## src/rtl/ac97_dma_sched_pkg.sv

```systemverilog
// Shared types for the AC97 DMA scheduler: FSM state encoding, grant
// encoding and the word-to-byte address helper.
package ac97_dma_sched_pkg;

    typedef enum logic [1:0] {
        ST_IDLE  = 2'd0,
        ST_READ  = 2'd1,
        ST_WRITE = 2'd2
    } state_e;

    localparam logic GNT_READ  = 1'b0;
    localparam logic GNT_WRITE = 1'b1;

    function automatic logic [31:0] word_to_byte_adr(input logic [29:0] word_adr);
        return {word_adr, 2'b00};
    endfunction

endpackage

```

## src/rtl/ac97_dma_sched_rr_arb2.sv

```systemverilog
// Two-way round-robin arbiter between playback reads (req[0]) and capture
// writes (req[1]); on contention the requester not served last wins.
module ac97_dma_sched_rr_arb2
    import ac97_dma_sched_pkg::*;
(
    input  logic [1:0] req,
    input  logic       last_grant,
    output logic       grant_valid,
    output logic       grant
);

    // Grant selection
    always_comb begin
        grant_valid = 1'b0;
        grant       = GNT_READ;
        case (req)
            2'b01: begin
                grant_valid = 1'b1;
                grant       = GNT_READ;
            end
            2'b10: begin
                grant_valid = 1'b1;
                grant       = GNT_WRITE;
            end
            2'b11: begin
                grant_valid = 1'b1;
                if (last_grant == GNT_WRITE) begin
                    grant = GNT_READ;
                end else begin
                    grant = GNT_WRITE;
                end
            end
            default: begin
                grant_valid = 1'b0;
                grant       = GNT_READ;
            end
        endcase
    end

endmodule

```

## src/rtl/ac97_dma_sched.sv

```systemverilog
// Schedules AC97 playback reads and capture writes onto one Wishbone master
// port as single 32-bit cycles, with a no-ack watchdog and overflow counters.
module ac97_dma_sched
    import ac97_dma_sched_pkg::*;
#(
    parameter int TIMEOUT = 64,
    parameter int CNT_W   = 8
) (
    input  logic             sys_clk,
    input  logic             sys_rst,
    input  logic             dmar_en,
    input  logic [29:0]      dmar_addr,
    input  logic [15:0]      dmar_remaining,
    output logic             dmar_next,
    input  logic             dmaw_en,
    input  logic [29:0]      dmaw_addr,
    input  logic [15:0]      dmaw_remaining,
    output logic             dmaw_next,
    input  logic             down_req,
    output logic [31:0]      down_sample,
    output logic             down_valid,
    input  logic             up_valid,
    input  logic [31:0]      up_sample,
    output logic [31:0]      wbm_adr_o,
    output logic [31:0]      wbm_dat_o,
    input  logic [31:0]      wbm_dat_i,
    output logic             wbm_we_o,
    output logic             wbm_cyc_o,
    output logic             wbm_stb_o,
    input  logic             wbm_ack_i,
    output logic [CNT_W-1:0] underrun_cnt,
    output logic [CNT_W-1:0] overrun_cnt,
    output logic             bus_err
);

    localparam int WD_W = $clog2(TIMEOUT);
    localparam logic [WD_W-1:0] WD_LAST = WD_W'(TIMEOUT - 1);

    function automatic logic [CNT_W-1:0] sat_inc(input logic [CNT_W-1:0] v);
        if (v == {CNT_W{1'b1}}) begin
            return v;
        end else begin
            return v + CNT_W'(1);
        end
    endfunction

    state_e            state_r, state_nxt_s;
    logic              last_grant_r, last_grant_nxt_s;
    logic              rd_pend_r, rd_pend_nxt_s;
    logic              wr_pend_r, wr_pend_nxt_s;
    logic [31:0]       wbuf_r, wbuf_nxt_s;
    logic [WD_W-1:0]   wd_r, wd_nxt_s;
    logic              cyc_r, cyc_nxt_s;
    logic              we_r, we_nxt_s;
    logic [31:0]       adr_r, adr_nxt_s;
    logic [31:0]       dat_r, dat_nxt_s;
    logic [31:0]       down_sample_r, down_sample_nxt_s;
    logic              down_valid_r, down_valid_nxt_s;
    logic              dmar_next_r, dmar_next_nxt_s;
    logic              dmaw_next_r, dmaw_next_nxt_s;
    logic              bus_err_r, bus_err_nxt_s;
    logic [CNT_W-1:0]  underrun_r, underrun_nxt_s;
    logic [CNT_W-1:0]  overrun_r, overrun_nxt_s;

    logic rd_elig_s, wr_elig_s, rd_drop_s, wr_drop_s;
    logic grant_valid_s, grant_s;

    assign rd_elig_s = rd_pend_r & dmar_en & (dmar_remaining != 16'd0);
    assign wr_elig_s = wr_pend_r & dmaw_en & (dmaw_remaining != 16'd0);
    assign rd_drop_s = rd_pend_r & ~rd_elig_s;
    assign wr_drop_s = wr_pend_r & ~wr_elig_s;

    ac97_dma_sched_rr_arb2 u_arb (
        .req         ({wr_elig_s, rd_elig_s}),
        .last_grant  (last_grant_r),
        .grant_valid (grant_valid_s),
        .grant       (grant_s)
    );

    // Next-state, pending-flag and output computation
    always_comb begin
        state_nxt_s       = state_r;
        last_grant_nxt_s  = last_grant_r;
        rd_pend_nxt_s     = rd_pend_r;
        wr_pend_nxt_s     = wr_pend_r;
        wbuf_nxt_s        = wbuf_r;
        wd_nxt_s          = wd_r;
        cyc_nxt_s         = cyc_r;
        we_nxt_s          = we_r;
        adr_nxt_s         = adr_r;
        dat_nxt_s         = dat_r;
        down_sample_nxt_s = down_sample_r;
        down_valid_nxt_s  = 1'b0;
        dmar_next_nxt_s   = 1'b0;
        dmaw_next_nxt_s   = 1'b0;
        bus_err_nxt_s     = 1'b0;
        underrun_nxt_s    = underrun_r;
        overrun_nxt_s     = overrun_r;

        if (down_req) begin
            rd_pend_nxt_s = 1'b1;
            if (rd_pend_r) begin
                underrun_nxt_s = sat_inc(underrun_r);
            end else begin
                underrun_nxt_s = underrun_r;
            end
        end else begin
            rd_pend_nxt_s = rd_pend_r;
        end

        if (up_valid) begin
            wr_pend_nxt_s = 1'b1;
            wbuf_nxt_s    = up_sample;
            if (wr_pend_r) begin
                overrun_nxt_s = sat_inc(overrun_r);
            end else begin
                overrun_nxt_s = overrun_r;
            end
        end else begin
            wr_pend_nxt_s = wr_pend_r;
        end

        // A request arriving in the completion cycle keeps its flag set.
        case (state_r)
            ST_IDLE: begin
                wd_nxt_s = {WD_W{1'b0}};
                if (rd_drop_s) begin
                    down_sample_nxt_s = 32'h0000_0000;
                    down_valid_nxt_s  = 1'b1;
                    rd_pend_nxt_s     = down_req;
                end else begin
                    down_valid_nxt_s  = 1'b0;
                end
                if (wr_drop_s) begin
                    wr_pend_nxt_s = up_valid;
                end else begin
                    dmaw_next_nxt_s = 1'b0;
                end
                if (grant_valid_s) begin
                    cyc_nxt_s = 1'b1;
                    if (grant_s == GNT_READ) begin
                        state_nxt_s = ST_READ;
                        we_nxt_s    = 1'b0;
                        adr_nxt_s   = word_to_byte_adr(dmar_addr);
                    end else begin
                        state_nxt_s = ST_WRITE;
                        we_nxt_s    = 1'b1;
                        adr_nxt_s   = word_to_byte_adr(dmaw_addr);
                        dat_nxt_s   = wbuf_r;
                    end
                end else begin
                    cyc_nxt_s = 1'b0;
                end
            end
            ST_READ: begin
                if (wbm_ack_i) begin
                    cyc_nxt_s         = 1'b0;
                    we_nxt_s          = 1'b0;
                    state_nxt_s       = ST_IDLE;
                    last_grant_nxt_s  = GNT_READ;
                    down_sample_nxt_s = wbm_dat_i;
                    down_valid_nxt_s  = 1'b1;
                    dmar_next_nxt_s   = 1'b1;
                    rd_pend_nxt_s     = down_req;
                end else if (wd_r == WD_LAST) begin
                    cyc_nxt_s        = 1'b0;
                    state_nxt_s      = ST_IDLE;
                    last_grant_nxt_s = GNT_READ;
                    bus_err_nxt_s    = 1'b1;
                    rd_pend_nxt_s    = down_req;
                end else begin
                    wd_nxt_s = wd_r + WD_W'(1);
                end
            end
            ST_WRITE: begin
                if (wbm_ack_i) begin
                    cyc_nxt_s        = 1'b0;
                    we_nxt_s         = 1'b0;
                    state_nxt_s      = ST_IDLE;
                    last_grant_nxt_s = GNT_WRITE;
                    dmaw_next_nxt_s  = 1'b1;
                    wr_pend_nxt_s    = up_valid;
                end else if (wd_r == WD_LAST) begin
                    cyc_nxt_s        = 1'b0;
                    we_nxt_s         = 1'b0;
                    state_nxt_s      = ST_IDLE;
                    last_grant_nxt_s = GNT_WRITE;
                    bus_err_nxt_s    = 1'b1;
                    wr_pend_nxt_s    = up_valid;
                end else begin
                    wd_nxt_s = wd_r + WD_W'(1);
                end
            end
            default: begin
                state_nxt_s = ST_IDLE;
                cyc_nxt_s   = 1'b0;
                we_nxt_s    = 1'b0;
            end
        endcase
    end

    // State and output registers with synchronous reset
    always_ff @(posedge sys_clk) begin
        if (sys_rst) begin
            state_r       <= ST_IDLE;
            last_grant_r  <= GNT_WRITE;
            rd_pend_r     <= 1'b0;
            wr_pend_r     <= 1'b0;
            wbuf_r        <= 32'h0000_0000;
            wd_r          <= {WD_W{1'b0}};
            cyc_r         <= 1'b0;
            we_r          <= 1'b0;
            adr_r         <= 32'h0000_0000;
            dat_r         <= 32'h0000_0000;
            down_sample_r <= 32'h0000_0000;
            down_valid_r  <= 1'b0;
            dmar_next_r   <= 1'b0;
            dmaw_next_r   <= 1'b0;
            bus_err_r     <= 1'b0;
            underrun_r    <= {CNT_W{1'b0}};
            overrun_r     <= {CNT_W{1'b0}};
        end else begin
            state_r       <= state_nxt_s;
            last_grant_r  <= last_grant_nxt_s;
            rd_pend_r     <= rd_pend_nxt_s;
            wr_pend_r     <= wr_pend_nxt_s;
            wbuf_r        <= wbuf_nxt_s;
            wd_r          <= wd_nxt_s;
            cyc_r         <= cyc_nxt_s;
            we_r          <= we_nxt_s;
            adr_r         <= adr_nxt_s;
            dat_r         <= dat_nxt_s;
            down_sample_r <= down_sample_nxt_s;
            down_valid_r  <= down_valid_nxt_s;
            dmar_next_r   <= dmar_next_nxt_s;
            dmaw_next_r   <= dmaw_next_nxt_s;
            bus_err_r     <= bus_err_nxt_s;
            underrun_r    <= underrun_nxt_s;
            overrun_r     <= overrun_nxt_s;
        end
    end

    assign wbm_cyc_o    = cyc_r;
    assign wbm_stb_o    = cyc_r;
    assign wbm_we_o     = we_r;
    assign wbm_adr_o    = adr_r;
    assign wbm_dat_o    = dat_r;
    assign down_sample  = down_sample_r;
    assign down_valid   = down_valid_r;
    assign dmar_next    = dmar_next_r;
    assign dmaw_next    = dmaw_next_r;
    assign bus_err      = bus_err_r;
    assign underrun_cnt = underrun_r;
    assign overrun_cnt  = overrun_r;

endmodule

```

## config.mk

```make
export PLATFORM = sky130hd
export DESIGN_NAME = ac97_dma_sched
export DESIGN_NICKNAME = d
export VERILOG_FILES = /design/src/rtl/ac97_dma_sched_pkg.sv /design/src/rtl/ac97_dma_sched_rr_arb2.sv /design/src/rtl/ac97_dma_sched.sv
export SDC_FILE = /design/constraint.sdc
export NUM_CORES = 1
export LEC_CHECK = 0
export BUFFER_PORTS_ARGS = -buffer_cell sky130_fd_sc_hd__buf_2
export CAP_MARGIN = 25
export CORE_ASPECT_RATIO = 0.5
export CORE_MARGIN = 10
export CORE_UTILIZATION = 40
export DETAILED_ROUTE_END_ITERATION = 10
export PLACE_DENSITY = 0.69
export SKIP_LAST_GASP = 1
export SYNTH_ARGS = -nofsm -noshare
export SYNTH_HDL_FRONTEND = slang
export SYNTH_HIERARCHICAL = 1
export SYNTH_SLANG_ARGS = --single-unit
```

## constraint.sdc

```tcl
create_clock -name sys_clk -period 3.1 [get_ports sys_clk]
set_input_delay 0.155 -clock sys_clk [delete_from_list [all_inputs] [get_ports sys_clk]]
set_output_delay 0.155 -clock sys_clk [all_outputs]
set_load 0.01 [all_outputs]
```

; ---- Word level (Yosys, flattened, before mapping)
; Cells that the tools add are included.
[word_totals]
register_bits = 161
in_bits = 163
elab_cells = 109
[classes]
n_bitwise = 13
eq_ne = 16
mux = 40
addsub = 3
reduce_logical = 20
[ops]
columns = operator, count
row1 = $mux 32, 3
row2 = $pmux 32 s2, 1
row3 = $reduce_bool 16->1, 2
row4 = $mux 1, 21
row5 = $reduce_and 3->1, 7
row6 = $add 8x1->8 const B, 2
row7 = $eq 8x8->1 const B, 2
row8 = $mux 6, 2
row9 = $pmux 1 s2, 6
row10 = $pmux 6 s2, 1
row11 = $ne 2x2->1 const B, 5
row12 = $mux 2, 4
row13 = $not 1->1, 7
row14 = $add 6x1->6 const B, 1
row15 = $and 1x1->1, 6
row16 = $eq 2x2->1 const B, 3
row17 = $eq 6x6->1 const B, 1
row18 = $ne 3x3->1 const B, 2
row19 = $reduce_bool 2->1, 3
row20 = $reduce_or 2->1, 3
row21 = $reduce_or 3->1, 2
row22 = $eq 2x1->1 const B, 2
row23 = $pmux 2 s2, 1
row24 = $reduce_and 2->1, 2
row25 = other kinds (3), 3

; ---- Longest topological paths before layout
; Gate-level depths: netlist (run 1).
[logic_depth]
word_depth = 7
mapped_depth = 10
ltp_nobuf = 8

; ---- Cells and area by module
; The synthesis (run 1) kept the hierarchy.
[modules_own_cells]
columns = module, seq_area_each_um2, cells_each, area_each_um2, instances
row1 = ac97_dma_sched, 3183.1, 730, 6510.0, 1
row2 = ac97_dma_sched_rr_arb2, 0.0, 2, 13.8, 1

; ---- Least setup slack after synthesis (run 1)
; OpenSTA, ideal clock, no wires.
[synth_timing]
path_type = input -> register
start = in dmar_remaining[1]
end = reg dat_r[16] (netlist: wbm_dat_o[16])
arrival_ps = 2586
slack_ps = 444
setup_time_ps = 70
cell_stages = 10
cell_sequence = or4_4 -> or4_1 -> and3_1 -> or2_1 -> and2_1 -> clkbuf_1 -> nand2_1 -> clkbuf_1 -> nand2_1 -> a21oi_1
[synth_between]
elab_chain_len = 6
word_cells_on_any_way = 9
[synth_rtl]
columns = element, line
row1 = "start, declared", ac97_dma_sched.sv:13  ; input logic [15:0] dmar_remaining,
row2 = $reduce_bool 16->1 (*), ac97_dma_sched.sv:68  ; assign rd_elig_s = rd_pend_r & dmar_en & (dmar_remaining != 16'd0);
row3 = $and 1x1->1 (*), ac97_dma_sched.sv:68
row4 = named net rd_elig_s, ac97_dma_sched.sv:65  ; logic rd_elig_s, wr_elig_s, rd_drop_s, wr_drop_s;
row5 = $eq 2x1->1 / $eq 2x2->1 (equally long branches), ac97_dma_sched_rr_arb2.sv:16  ; case (req)
row6 = $reduce_or 3->1 (no line) (*), -
row7 = $mux 1 (*), ac97_dma_sched_rr_arb2.sv:16
row8 = named net grant_valid_s, ac97_dma_sched.sv:66  ; logic grant_valid_s, grant_s;
row9 = $reduce_and 3->1 (no line) (*), -
row10 = "end signal, assigned", ac97_dma_sched.sv:232  ; dat_r <= dat_nxt_s;
row11 = "end, declared", ac97_dma_sched.sv:56  ; logic [31:0] dat_r, dat_nxt_s;
; The timed path passes the listed nets; every way through them passes the cells marked *.
; A chain may end at the register's enable or synchronous reset.

; ---- Worst setup path in the final report (run 1)
[layout_timing]
start = in dmar_remaining[1]
end = reg dat_r[21] (netlist: wbm_dat_o[21])
; Same word-level chain as after synthesis.

==> metrics.md, run 1 <==
| Metric | Value |
|---|---|
| Outcome | finished, final reports clean |
| Area growth, synth to finish | 37.3% |
| Vias in the first global route | 6,092 |
| Setup TNS | 0 ns |
| Remaining antenna violation count | 0 |
| Post-synthesis sequential area ratio | 48.8% |
| Root Driver | clkbuf_16 |
| Async S/R FF share, synth | 0% |
| Cell Pwr Density | 560 nW/um^2 |
| DP Worst Slack | 0.341 ns |
| Hold Buf Count CTS | 29 |
| Hold_ws | 0.0154 ns |
| Synth top area share | 48.8% |
| Dpl cells | 1,181 |
| Clk buf depth | 2 |
| Routability cong. | 0.789 |
| Post-synth cell types | 45 |
| Worst-Skew Late Latency | 0.41 ns |
| Peak VDD IR | 385 uV |
| Slew @ Worst Pin | 0.856 ns |
| Largest net degree at the start of global routing | 85 |
| Post-synth EDFFs | 0 |
| Largest stage delay, worst path | 0.58 ns |
| Cell with the most instances after synthesis | dfxtp_1 |
| Worst setup SP type | primary input |
| First-pass GRT wire length | 31,300 um |
| RSZ-0062 raised after global routing | no |
| Area contributors post-synth | dfxtp_1 49%, mux2i_1 10%, a21oi_1 6.6% |
| Cts repair resizes | 0 |
| Register bit count reported by yosys | 159 |
| IO Pins | 282 |
| Antenna violations before repair | 1 |
| Die Span Y | 110 um |
| Crit end category | flip-flop |
| Final non-filler cell total | 1,243 |
| Overall routed net length | 20,000 um |
| Clock skew | 0.0102 ns |
| Worst-path clk slew | 0.07 ns |
| Warnings, synthesis | 6 |
| Die span in x | 201 um |
| Buf/Inv on CP | 2 |
| Final Util | 57.1% |
| Min cycle time layout | 2.37 ns |
| Tot GR Track Use | 17.0% |
| Ratio of cells with drive above 1 in the final layout | 32.1% |
| DR vias/cell | 5.03 |
| CTS H-Tree Depth | 4 |
| Initial Util | 41.6% |
| Setup Buffers After CTS | 0 |
| Cells along the critical path | buf_2 -> or4_4 -> or4_1 -> and3_1 -> or2_1 -> and2_2 -> nand2_1 -> buf_12 -> nand2_1 -> a21oi_1 |
| Crit-path most repeated cell | nand2_1 |
| Hold/Removal Path Class | in -> reg |
| Crit Path Max Fanout | 32 |
| Drt wl/cell | 16.1 um |
| # port buffers | 279 |
| Top cells by instance count after synthesis | 159 x dfxtp_1, 86 x a21oi_1, 77 x nand2_1, 76 x nor2_1, 65 x mux2i_1 |
| WP data required | 3.43 ns |
| Most used DFF post-synth | dfxtp_1 |
| Final Cycle Share | 76.3% |
| DPL Wire Length | 14,400 um |
| Final setup violation count | 0 |
| DRT iter0 DRCs | 234 |
| Post-Syn Area per Cell | 8.91 um^2 |
| Final Max Tran Viols | 0 |
| Mapped Area | 6520 um^2 |
| Sink Count | 159 |
| Vias | 6,252 |
| Cell family with most CP delay | simple AND/OR/NAND/NOR gates |
| DRC viols | 0 |
| Slew HR | 42.8% |
| Max Fclk | 0.423 GHz |
| Grt total ovfl | 0 |
| Yosys top cell by area | dfxtp_1 |
| LEAKAGE | 3.92 nW |
| Final #Nets | 1,178 |
| CTS Buf Count | 17 |
| Crit-path slowest cell | or4_4 |
| Kind of critical path | in -> reg |
| Design area | 8960 um^2 |
| Maxcap violations | 0 |
| Worst setup margin | 0.735 ns |
| Syn Inst Count | 732 |
| Final Power | 5.02 mW |
| Final Hold Fails | 0 |
| Placed inst area | 8040 um^2 |
| Die area | 22,100 um^2 |
| Worst EP arrival | 2.69 ns |
| CTS tree | built |
| Core footprint | 15,700 um^2 |
| Drt first pass iters | 5 |
| Core Rows | 32 |
## tightest hold or removal path, stage by stage
cell and delay [ns]:
buf_2 0.09, mux2i_1 0.07, nor2_1 0.07
## layer usage
layer	share of wire [%]	track usage [%]	up-vias
li1	-	-	3156
met5	0	0	-
met3	3.9	3.79	18
met2	52	30.2	142
met1	43	20.4	2936
met4	1.3	5.90	0
## logic make-up after synthesis
| family | synth area share (%) |
|---|---|
| flip-flops | 48.8 |
| adder cells (fa/ha/maj) | 1.34 |
| buffers and inverters | 5.16 |
| multiplexers | 9.97 |
| AO/OA/AOI/OAI | 16.7 |
| XOR/XNOR | 0.403 |
| other | 0.0575 |
| AND/OR/NAND/NOR | 17.5 |
## area by class of cell
type | count | area, um^2
multi-input combinational | 503 | 3020
antenna | 1 | 2.50
clock buffer | 21 | 470
sequential | 159 | 3180
tap | 221 | 277
timing repair buffer | 319 | 1820
inverter | 8 | 30.0
fill | 1436 | 6740
clock inverter | 11 | 155
## path summary, 6_finish.rpt
kind | end | slack (ns) | from | cells after the start
max | wbm_dat_o[21]$_SDFFE_PP0P_ | 0.73 | dmar_remaining[1] | 10
max reg2reg | state_r[0]$_SDFFE_PP0P_ | 1.10 | wr_pend_r$_SDFF_PP0_ | 7
min | wbuf_r[14]$_SDFFE_PP0P_ | 0.02 | up_sample[14] | 3
min reg2reg | wbm_dat_o[11]$_SDFFE_PP0P_ | 0.45 | wbm_dat_o[11]$_SDFFE_PP0P_ | 2
## cells in the final DEF (no fill, tap or decap), types with 3 or more instances in the layout
cell	synthesis	layout
buf_12	0	4
inv_1	8	8
a21oi_1	86	86
and3_1	4	4
nand2_1	77	77
clkbuf_16	0	17
mux2i_1	65	65
dfxtp_1	159	159
bufinv_16	0	3
dlygate4sd3_1	0	29
or4_1	9	9
nor4_1	5	5
buf_4	6	8
o21ai_1	18	18
nor2_1	76	76
clkbuf_8	0	3
nand2b_1	4	4
o21ai_0	29	29
ha_1	7	7
or3_1	8	8
buf_2	0	278
nand4_1	34	34
or4_4	3	3
clkinv_4	0	4
nand3_1	11	11
o31ai_1	7	7
a211oi_1	31	31
xor2_1	3	3
## power breakdown
group	internal, mW	switching [mW]	total (mW)	leakage (nW)
combinational	0.277	0.373	0.651	2.32
clock	1.34	0.849	2.19	0.304
sequential	2.13	0.0467	2.18	1.29
## flip-flops by register name, summed over array words and instances (netlist names)
signal	flops
down_valid	1
wbm_dat_o	32
dmaw_next	1
wd_r	6
dmar_next	1
bus_err	1
last_grant_r	1
underrun_cnt	8
wbuf_r	32
overrun_cnt	8
rd_pend_r	1
wbm_we_o	1
down_sample	32
wr_pend_r	1
wbm_cyc_o	1
state_r	2
wbm_adr_o	30
Power figures use the tool's default switching activity.
==> inputs of run 2 (changes only) <==
ABC_AREA = 1   (was default)
PLACE_DENSITY = 0.68   (was 0.69)
clock period = 2.4 ns   (was 3.1 ns; I/O delays follow)
==> run 2 against run 1 <==
  * Clock skew rose by 0.0032 ns
  * Count of clock-buffer cells in the layout fell by 1
  * Global-route usage rose by 1.1 points
  * Largest power group is now sequential cells
==> metrics.md, run 2 <==
| Metric | Value |
|---|---|
| WP data required | 2.76 ns (-0.67 ns) |
| Outcome | finished, final reports clean |
| Clk pwr share | 36.9% (-6.7 points) |
| Worst-Skew Late Latency | 0.42 ns (about the same) |
| Ratio of cells with drive above 1 in the final layout | 26.8% (-5.3 points) |
| Switch Pwr | 2.38 mW (+88%) |
| CTS Buf Count | 17 (unchanged) |
| Final Util | 57.0% (-0.083 points) |
| LEAKAGE | 5.03 nW (+28%) |
| Crit-path most repeated cell | nand2_1 |
| Most used DFF post-synth | dfxtp_1 |
| Buf/Inv on CP | 2 (unchanged) |
| Final setup violation count | 0 (unchanged) |
| Initial Util | 41.4% (-0.14 points) |
| DPL Wire Length | 15,500 um (+7.3%) |
| Mapped Area | 6890 um^2 (+5.7%) |
| Crit end category | flip-flop |
| Largest net degree at the start of global routing | 95 (+12%) |
| Core Rows | 33 (+3.1%) |
| DRT iter0 DRCs | 436 (+86%) |
| Vias | 7,233 (+16%) |
| Remaining antenna violation count | 0 (unchanged) |
| DR vias/cell | 4.73 (-5.9%) |
| Setup Buffers After CTS | 0 (unchanged) |
| Vias in the first global route | 7,088 (+16%) |
| Kind of critical path | reg -> reg |
| Post-synthesis sequential area ratio | 46.2% (-2.6 points) |
| Cell Pwr Density | 828 nW/um^2 (+48%) |
| Register bit count reported by yosys | 159 (unchanged) |
| Area contributors post-synth | dfxtp_1 46%, nor2_1 12%, nand2_1 11% |
| CTS H-Tree Depth | 4 (unchanged) |
| Worst EP arrival | 2.25 ns (-0.44 ns) |
| Tot GR Track Use | 18.1% (+1.1 points) |
| IO Pins | 282 (unchanged) |
| Cts repair resizes | 0 (unchanged) |
| Cell with the most instances after synthesis | nor2_1 |
| Worst setup SP type | flip-flop |
| Die Span Y | 113 um (+2.3%) |
| Final Hold Fails | 0 (unchanged) |
| Post-synth cell types | 33 (-27%) |
| Peak VDD IR | 493 uV (+28%) |
| Min cycle time layout | 1.89 ns |
| Antenna violations before repair | 1 (unchanged) |
| CTS tree | built |
| Worst-path clk slew | 0.07 ns (about the same) |
| Crit-path slowest cell | dfxtp_1 |
| Sink Count | 159 (unchanged) |
| DRC viols | 0 (unchanged) |
| Warnings, synthesis | 6 (unchanged) |
| Final #Nets | 1,458 (+24%) |
| Final Max Tran Viols | 0 (unchanged) |
| Cells along the critical path | inv_1 -> ha_1 -> nand2_4 -> nand2_2 -> buf_12 -> nand2_1 -> nand2_1 -> nor2_1 |
| RSZ-0062 raised after global routing | no |
| Setup TNS | 0 ns (unchanged) |
| Logic pwr share | 23.1% (+10 points) |
| Drt wl/cell | 14.4 um (-11%) |
| Post-Syn Area per Cell | 6.94 um^2 (-22%) |
| First-pass GRT wire length | 34,900 um (+12%) |
| Syn Inst Count | 993 (+36%) |
| Seq pwr share | 40.0% (-3.4 points) |
| Most frequent cells in the layout | 279 x buf_2, 216 x nor2_1, 198 x nand2_1 |
| Internal cell power | 5.47 mW (+46%) |
| Async S/R FF share, synth | 0% (unchanged) |
| Sw Ratio | 30.3% (+5.1 points) |
| Area growth, synth to finish | 37.6% |
| Drt first pass iters | 5 (unchanged) |
| # port buffers | 279 (unchanged) |
| Die area | 23,200 um^2 (+4.9%) |
| Cell family with most CP delay | simple AND/OR/NAND/NOR gates |
| Synth top area share | 46.2% (-2.6 points) |
| Grt total ovfl | 0 (unchanged) |
| Routability cong. | 0.826 (+4.7%) |
| Clock skew | 0.0134 ns (+0.00319 ns) |
| Yosys top cell by area | dfxtp_1 |
| Crit Path Max Fanout | 27 (-16%) |
| Post-synth EDFFs | 0 (unchanged) |
| Clk buf depth | 2 (unchanged) |
| Final Cycle Share | 78.8% |
| Maxcap violations | 0 (unchanged) |
| R2R setup slack | 0.51 ns (-0.59 ns) |
| Root Driver | clkbuf_16 |
| Hold/Removal Path Class | in -> reg |
| Core footprint | 16,600 um^2 (+6.0%) |
| Top cells by instance count after synthesis | 216 x nor2_1, 198 x nand2_1, 159 x dfxtp_1, 105 x inv_1, 71 x o21ai_0 |
| Overall routed net length | 22,000 um (+9.7%) |
| Die span in x | 206 um (+2.5%) |
| Largest stage delay, worst path | 0.38 ns (-0.20 ns) |
| Most common cell after layout, fill and taps aside | buf_2 |
| Max Fclk | 0.529 GHz |
| Hold Buf Count CTS | 38 (+31%) |
==> run 2: cell count changes after synthesis, moves of 31 or more <==
cell,before,now
nand3_1,11,59
nand2_1,77,198
a211oi_1,31,0
mux2i_1,65,0
a21oi_1,86,39
inv_1,8,105
o21ai_0,29,71
nor2_1,76,216
==> run 2: per-stage QoR <==
step | cells | total power [mW] | setup slack, ns | hold WS, ns | instance area, um^2
6_report | 1529 | 7.85 | 0.509 | 0.0118 | 9490
5_1_grt | 1529 | 8.33 | 0.321 | 0.0321 | 9490
4_1_cts | 1528 | 7.94 | 0.517 | 0.00153 | 9480
3_5_place_dp | 1458 | 4.97 | 0.490 | 0.348 | 8470
3_3_place_gp | 1458 | 4.92 | 0.539 | 0.342 | 8470
2_1_floorplan | 994 | 4.30 | 0.747 | 0.198 | 6900
==> run 2: cell type report <==
class	instances	area, um^2
diodes	1	2.50
well taps	227	284
repair buffers	331	1920
flip-flops and latches	159	3180
fillers	1582	7150
clock inverters	12	183
inverters	108	407
multi-input cells	671	3060
clock buffers	20	447
==> run 2: power by group through the flow <==
stage                     Clock (mW)  Combinational (mW)  Sequential (mW)
after global routing            3.08                2.07             3.18
after global placement             0                1.74             3.18
after CTS                       2.96                1.83             3.14
after floorplan                    0               0.995             3.30
after detailed placement           0                1.78             3.19
final                           2.90                1.82             3.14
==> run 2: final timing paths <==
check / from / to / cells after the start
setup / recovery: state_r[0]$_SDFFE_PP0P_ / down_sample[7]$_SDFFE_PP0P_ / 8
hold / removal: wbm_dat_i[21] / down_sample[21]$_SDFFE_PP0P_ / 5
setup reg to reg: state_r[0]$_SDFFE_PP0P_ / down_sample[7]$_SDFFE_PP0P_ / 8
hold reg to reg: wbuf_r[14]$_SDFFE_PP0P_ / wbm_dat_o[14]$_SDFFE_PP0P_ / 2
==> run 2: worst min-delay path, cell delays in order <==
cell	delay, ns
buf_2	0.08
nand2_1	0.04
inv_1	0.04
nor2_1	0.04
nor2_1	0.08
==> run 2: layer usage <==
metal / vias to the layer above / part of all wire [%] / GRT usage, %
li1: 3706 / - / -
met1: 3293 / 42 / 20.7
met2: 205 / 50 / 32.2
met3: 29 / 6.1 / 4.47
met4: 0 / 2.2 / 6.62
met5: - / 0 / 0
==> run 2: logic make-up (layout without fill, tap and decap cells) <==
group           after synthesis  count (layout)  synth area share, %
flops                       159             159                 46.2
fa+ha+maj                     7               7                 1.27
xor+xnor                      7               7                0.889
other cells                   1               3               0.0544
buf+inv                     164             471                 9.53
compound gates              150             150                 12.3
simple gates                505             505                 29.8
